[src/rtl/mem_word_fetch.sv]
// mem_word_fetch
//
// Streams a burst of consecutive words from a read-only memory into a small
// skid FIFO and presents them on a valid/ready output.
//
// The memory has a registered address and a registered output. A read issued
// with mem_addr=A in cycle t is captured from mem_dataout in cycle t+2. There
// is no enable and no stall, so the block must never issue more reads than the
// FIFO can absorb. Before each issue it checks that the words already in the
// FIFO plus the reads still in flight leave room for one more.
//
// Ports
//   clk          clock; all state updates on its rising edge
//   reset        synchronous, active-high reset
//   start        request a burst; sampled only in IDLE
//   base_addr    first word address; latched on an accepted start
//   count        number of words (0 .. 2^ADDR_WIDTH); latched on an accepted start
//   mem_addr     address to the memory's registered address input
//   mem_dataout  the memory's registered output
//   out_data     head-of-FIFO word (0 when the FIFO is empty)
//   out_valid    out_data holds a valid word
//   out_ready    consumer accepts a word
//   busy         burst in progress (RUN or DRAIN)
//   done         single-cycle burst-complete pulse

module mem_word_fetch #(
    parameter int WIDTH      = 32,
    parameter int ADDR_WIDTH = 7
) (
    input  logic                  clk,
    input  logic                  reset,
    input  logic                  start,
    input  logic [ADDR_WIDTH-1:0] base_addr,
    input  logic [ADDR_WIDTH:0]   count,
    output logic [ADDR_WIDTH-1:0] mem_addr,
    input  logic [WIDTH-1:0]      mem_dataout,
    output logic [WIDTH-1:0]      out_data,
    output logic                  out_valid,
    input  logic                  out_ready,
    output logic                  busy,
    output logic                  done
);

    localparam int DEPTH = 4;
    localparam int PTR_W = 2;
    // Wide enough for fifo_count + inflight (at most 4 + 2).
    localparam int CNT_W = 3;
    localparam int CW    = ADDR_WIDTH + 1;

    typedef enum logic [1:0] {
        StIdle,
        StRun,
        StDrain,
        StDone
    } state_e;

    state_e state_q, state_d;

    logic [CW-1:0]         count_q;
    logic [CW-1:0]         issued_q;
    logic [ADDR_WIDTH-1:0] next_addr_q;
    logic [ADDR_WIDTH-1:0] last_addr_q;

    // Bit 0: a read was issued last cycle; bit 1: a read issued two cycles ago
    // whose data is on mem_dataout now.
    logic [1:0] issue_sr_q;

    logic [WIDTH-1:0] fifo_mem [DEPTH];
    logic [PTR_W-1:0] wr_ptr_q;
    logic [PTR_W-1:0] rd_ptr_q;
    logic [CNT_W-1:0] fifo_count_q;

    logic [CNT_W-1:0] inflight;
    logic             credit_ok;
    logic             accept;
    logic             issue;
    logic             last_issue;
    logic             fifo_push;
    logic             fifo_pop;
    logic             has_word;

    // ------------------------------------------------------------------
    // Issue control
    // ------------------------------------------------------------------
    always_comb begin
        inflight = CNT_W'(issue_sr_q[0]) + CNT_W'(issue_sr_q[1]);
        // A pop in this cycle is deliberately not credited; the slot it frees
        // becomes usable one cycle later.
        credit_ok  = (fifo_count_q + inflight) < CNT_W'(DEPTH);
        accept     = (state_q == StIdle) && start;
        issue      = (state_q == StRun) && (issued_q < count_q) && credit_ok;
        last_issue = issue && ((issued_q + CW'(1)) == count_q);
    end

    // ------------------------------------------------------------------
    // FIFO handshake
    // ------------------------------------------------------------------
    always_comb begin
        has_word  = (fifo_count_q != '0);
        fifo_push = issue_sr_q[1];
        fifo_pop  = has_word && out_ready && !reset;
    end

    // ------------------------------------------------------------------
    // Next-state logic
    // ------------------------------------------------------------------
    always_comb begin
        state_d = state_q;
        unique case (state_q)
            StIdle: begin
                if (start) begin
                    state_d = (count == '0) ? StDone : StRun;
                end
            end
            StRun: begin
                if (last_issue) begin
                    state_d = StDrain;
                end
            end
            StDrain: begin
                // The last word is the last to arrive, so once nothing is in
                // flight the burst ends as the FIFO's final word is taken.
                if (inflight == '0 &&
                    (fifo_count_q == '0 || (fifo_count_q == CNT_W'(1) && fifo_pop))) begin
                    state_d = StDone;
                end
            end
            StDone: begin
                state_d = StIdle;
            end
            default: begin
                state_d = StIdle;
            end
        endcase
    end

    // ------------------------------------------------------------------
    // State registers
    // ------------------------------------------------------------------
    always_ff @(posedge clk) begin
        if (reset) begin
            state_q      <= StIdle;
            count_q      <= '0;
            issued_q     <= '0;
            next_addr_q  <= '0;
            last_addr_q  <= '0;
            issue_sr_q   <= '0;
            wr_ptr_q     <= '0;
            rd_ptr_q     <= '0;
            fifo_count_q <= '0;
        end else begin
            state_q <= state_d;

            if (accept) begin
                count_q     <= count;
                next_addr_q <= base_addr;
                issued_q    <= '0;
            end

            if (issue) begin
                // Wraps naturally modulo 2^ADDR_WIDTH.
                next_addr_q <= next_addr_q + ADDR_WIDTH'(1);
                last_addr_q <= next_addr_q;
                issued_q    <= issued_q + CW'(1);
            end

            issue_sr_q <= {issue_sr_q[0], issue};

            if (fifo_push) begin
                wr_ptr_q <= wr_ptr_q + PTR_W'(1);
            end
            if (fifo_pop) begin
                rd_ptr_q <= rd_ptr_q + PTR_W'(1);
            end

            case ({fifo_push, fifo_pop})
                2'b10:   fifo_count_q <= fifo_count_q + CNT_W'(1);
                2'b01:   fifo_count_q <= fifo_count_q - CNT_W'(1);
                default: fifo_count_q <= fifo_count_q;
            endcase
        end
    end

    // Storage needs no reset: the pointers and count define what is valid.
    always_ff @(posedge clk) begin
        if (fifo_push && !reset) begin
            fifo_mem[wr_ptr_q] <= mem_dataout;
        end
    end

    // ------------------------------------------------------------------
    // Outputs (forced to their reset values while reset is asserted)
    // ------------------------------------------------------------------
    always_comb begin
        mem_addr  = '0;
        out_valid = 1'b0;
        out_data  = '0;
        busy      = 1'b0;
        done      = 1'b0;
        if (!reset) begin
            // Hold the last issued address when not issuing.
            mem_addr  = issue ? next_addr_q : last_addr_q;
            out_valid = has_word;
            out_data  = has_word ? fifo_mem[rd_ptr_q] : '0;
            busy      = (state_q == StRun) || (state_q == StDrain);
            done      = (state_q == StDone);
        end
    end

    // The credit check must make overflow impossible.
    a_no_overflow : assert property (@(posedge clk) disable iff (reset)
        !(fifo_push && !fifo_pop && fifo_count_q == CNT_W'(DEPTH)));

endmodule

[config.mk]
export PLATFORM = sky130hd
export DESIGN_NAME = mem_word_fetch
export DESIGN_NICKNAME = d
export VERILOG_FILES = /design/src/rtl/mem_word_fetch.sv
export SDC_FILE = /design/constraint.sdc
export NUM_CORES = 1
export LEC_CHECK = 0
export CORE_ASPECT_RATIO = 1.25
export CORE_MARGIN = 2
export CORE_UTILIZATION = 25
export DETAILED_ROUTE_END_ITERATION = 6
export PLACE_DENSITY_LB_ADDON = 0.2
export SYNTH_ARGS = -nofsm -noshare
export SYNTH_HDL_FRONTEND = slang
export SYNTH_SLANG_ARGS = --single-unit
[constraint.sdc]
create_clock -name clk -period 6.05 [get_ports clk]
set_clock_uncertainty 0.15 [all_clocks]
set_input_delay 0.605 -clock clk [delete_from_list [all_inputs] [get_ports clk]]
set_output_delay 0.605 -clock clk [all_outputs]
set_load 0.1 [all_outputs]
==> out/qor.txt <==
cts hold-fix bufs -> 0
total die area -> 30800 µm²
fin nets -> 689
post-route clock period utilization -> 78.6%
Antenna Nets Post-Route -> 0
routed via count -> 4563
Avg WL per Cell -> 16.2 µm
Flop pwr share -> 40.7%
H-tree depth -> 4
DRC Markers -> 0
vias in the first global route -> 4769
Slew HR -> 34.1%
CTS-repair resized insts -> 0
data arrival time of the critical path -> 4.00 ns
top layer in use -> met4
initial antenna violation count -> 0
Mean Syn Cell Area -> 14.1 µm²
post-synthesis async set-or-reset flop share -> 0%
flops & latches, synth -> 171
outcome -> completed
Final Power -> 3.32 mW
First DRT Iteration DRCs -> 228
final setup TNS -> 0 ns
share of cells above drive strength 1 -> 18.6%
Root Buffer -> clkbuf_16
drt first pass iters -> 5
drt via density -> 4.47
YS warnings -> 0
largest net degree at the start of global routing -> 35
clk_lat worst skew -> 0.42 ns
crit path max fanout -> 20
P_sw -> 1.09 mW
clock share of power -> 34.0%
Synth Net Count -> 600
Peak VDD IR -> 0.000224 V
HP Class -> reg -> reg
postcts setup bufs -> 0
Syn Inst Count -> 522
Setup WS pre-CTS -> 1.70 ns
final core occ -> 31.7%
setup slack after layout -> 1.29 ns
actual transition at the worst max-transition pin -> 0.988 ns
Synth cell types -> 44
met3 wire length -> 726 µm
Max clock buf depth -> 2
Syn Std Cell Area -> 7350 µm²
pwr dens -> 360 nW/µm²
total leakage power -> 3.07 nW
r2r setup slk -> 3.00 ns
RSZ-0062 raised after global routing -> false
final WL -> 16500 µm
hpwl dp -> 10500 µm
Post-synth EDFFs -> 128
WL met2 -> 8610 µm
die span in x -> 157 µm
Int Power -> 2.23 mW
# rows -> 70
Fmax -> 210 MHz
Total Routing Usage GR -> 10.9%
Setup-failing EPs final -> 0
placer congestion estimate -> 0.799
WL met1 -> 6970 µm
Tmin final -> 4.76 ns
CTS tree -> done
I/O pin count -> 93
switching fraction of total power -> 32.9%
Final Max Slew Viols -> 0
sequential share of the synthesized area -> 64.0%
first-pass GRT wire length -> 25700 µm
top_reg_cell synth -> edfxtp_1
area of the multi-input gates -> 2470 µm²
Logic pwr share -> 25.3%
Fin. Hold Viols -> 0
FILL cells -> 2944
IO buf count -> 92
placed inst area -> 8610 µm²
effective utilization at floorplan -> 25.3%
Worst-path clk slew -> 0.07 ns
grt ovf -> 0
total of max-cap violations -> 0
CTS sink cnt -> 171
area grow syn2layout -> 25.5%
Crit Path Category -> reg -> out
Core Footprint -> 29100 µm²
CP endpoint kind -> output pin
number of diodes -> 0
CP required -> 5.29 ns
Die H -> 196 µm
Final Cell Area -> 9230 µm²
Reg area -> 4710 µm²
CTS Buf Count -> 17
crit start category -> register
[sequential cells by signal, summed over array words and instances, names as in the netlist, named ones only]
signal / count
last_addr_q: 7
next_addr_q: 7
fifo_count_q: 3
fifo_mem: 128
rd_ptr_q: 2
state_q: 2
count_q: 8
issue_sr_q: 2
issued_q: 8
wr_ptr_q: 2
[kinds of logic after synthesis]
kind of cell | after synthesis | synth area share (%)
AO/OA/AOI/OAI | 72 | 5.94
XOR/XNOR | 10 | 1.19
adder cells (fa/ha/maj) | 27 | 4.59
buffers and inverters | 46 | 2.48
flip-flops | 171 | 64.0
multiplexers | 34 | 10.1
AND/OR/NAND/NOR | 162 | 11.7
[cell usage in the layout, fill, tap and decap left out, types with 5 or more instances in the layout]
cell,n
and2_1,36
inv_6,5
nor2b_1,6
clkdlybuf4s50_1,55
o21ai_0,16
a31oi_1,7
edfxtp_1,128
nand3b_1,9
clkbuf_16,17
xnor2_1,7
nor2_1,18
ha_1,27
nor3_1,12
and3_1,7
a21oi_1,30
nand3_1,10
dfxtp_1,41
nand2_1,42
mux4_2,32
buf_4,42
inv_1,19
[Yosys cell counts (2+ instances only)]
cell type,instances,area (µm²)
ha_1,27,338
or3_1,4,25.0
nand3b_1,9,67.6
inv_1,19,71.3
o21ai_0,16,80.1
a311oi_1,4,35.0
or4_1,2,15.0
and3_1,7,43.8
a211oi_1,3,22.5
dfxtp_1,43,861
a31o_2,2,17.5
nand3_1,10,50.1
nor3_1,12,60.1
o21a_1,2,15.0
edfxtp_1,128,3840
mux4_2,32,721
nand2b_1,2,12.5
buf_2,7,35.0
nor2b_1,6,37.5
mux2i_1,2,20.0
and2_1,40,250
a21oi_1,31,155
clkbuf_1,18,67.6
a31oi_1,7,43.8
nand2_1,42,158
nand4_1,3,18.8
nor2_1,18,67.6
a221oi_1,2,17.5
xor2_1,3,26.3
xnor2_1,7,61.3
[metrics by stage]
step / hold WS [ns] / std cells
6_report: 0.313 / 1020
5_1_grt: 0.330 / 1020
4_1_cts: 0.311 / 1020
3_5_place_dp: 0.301 / 988
3_3_place_gp: 0.300 / 988
2_1_floorplan: 0.284 / 522
[power groups by stage]
stage	Combinational, mW	Clock, mW	Sequential, mW
finish	0.842	1.13	1.35
global route	0.918	1.21	1.36
CTS	0.856	1.16	1.35
detailed placement	0.853	0	1.38
global placement	0.846	0	1.38
floorplan	0.632	0	1.37
[final cells by class]
type | instances | area share, %
Inverter | 19 | 0.773
Sequential cell | 171 | 51.0
Clock buffer | 17 | 4.61
Timing Repair Buffer | 97 | 9.38
Clock inverter | 15 | 2.02
Tap cell | 396 | 5.37
Multi-Input combinational cell | 305 | 26.8
[worst max-delay path, cell delays in order (launching register included)]
cell             delay (ns)
dfxtp_1                0.35
inv_1                  0.08
ha_1                   0.32
a21oi_1                0.09
o2111ai_2              0.61
or2_1                  0.62
nand2_1                0.11
a21oi_1                0.21
clkdlybuf4s50_1        1.19
[path summary, 6_finish.rpt]
check                           start                        to  depth (start not counted)
max           count_q[6]$_SDFFE_PP0P_               mem_addr[1]                          8
min            last_addr_q[6]$_DFF_P_    last_addr_q[6]$_DFF_P_                          2
max reg2reg  issue_sr_q[1]$_SDFF_PP0_  issued_q[3]$_SDFFE_PP0P_                          8
min reg2reg    last_addr_q[6]$_DFF_P_    last_addr_q[6]$_DFF_P_                          2
[layer usage]
layer / global-route usage [%] / up-vias
li1: - / 2138
met1: 12.7 / 2289
met2: 19.6 / 120
met3: 2.56 / 16
met4: 3.70 / 0
met5: 0 / -
(Power assumes the default switching activity.)
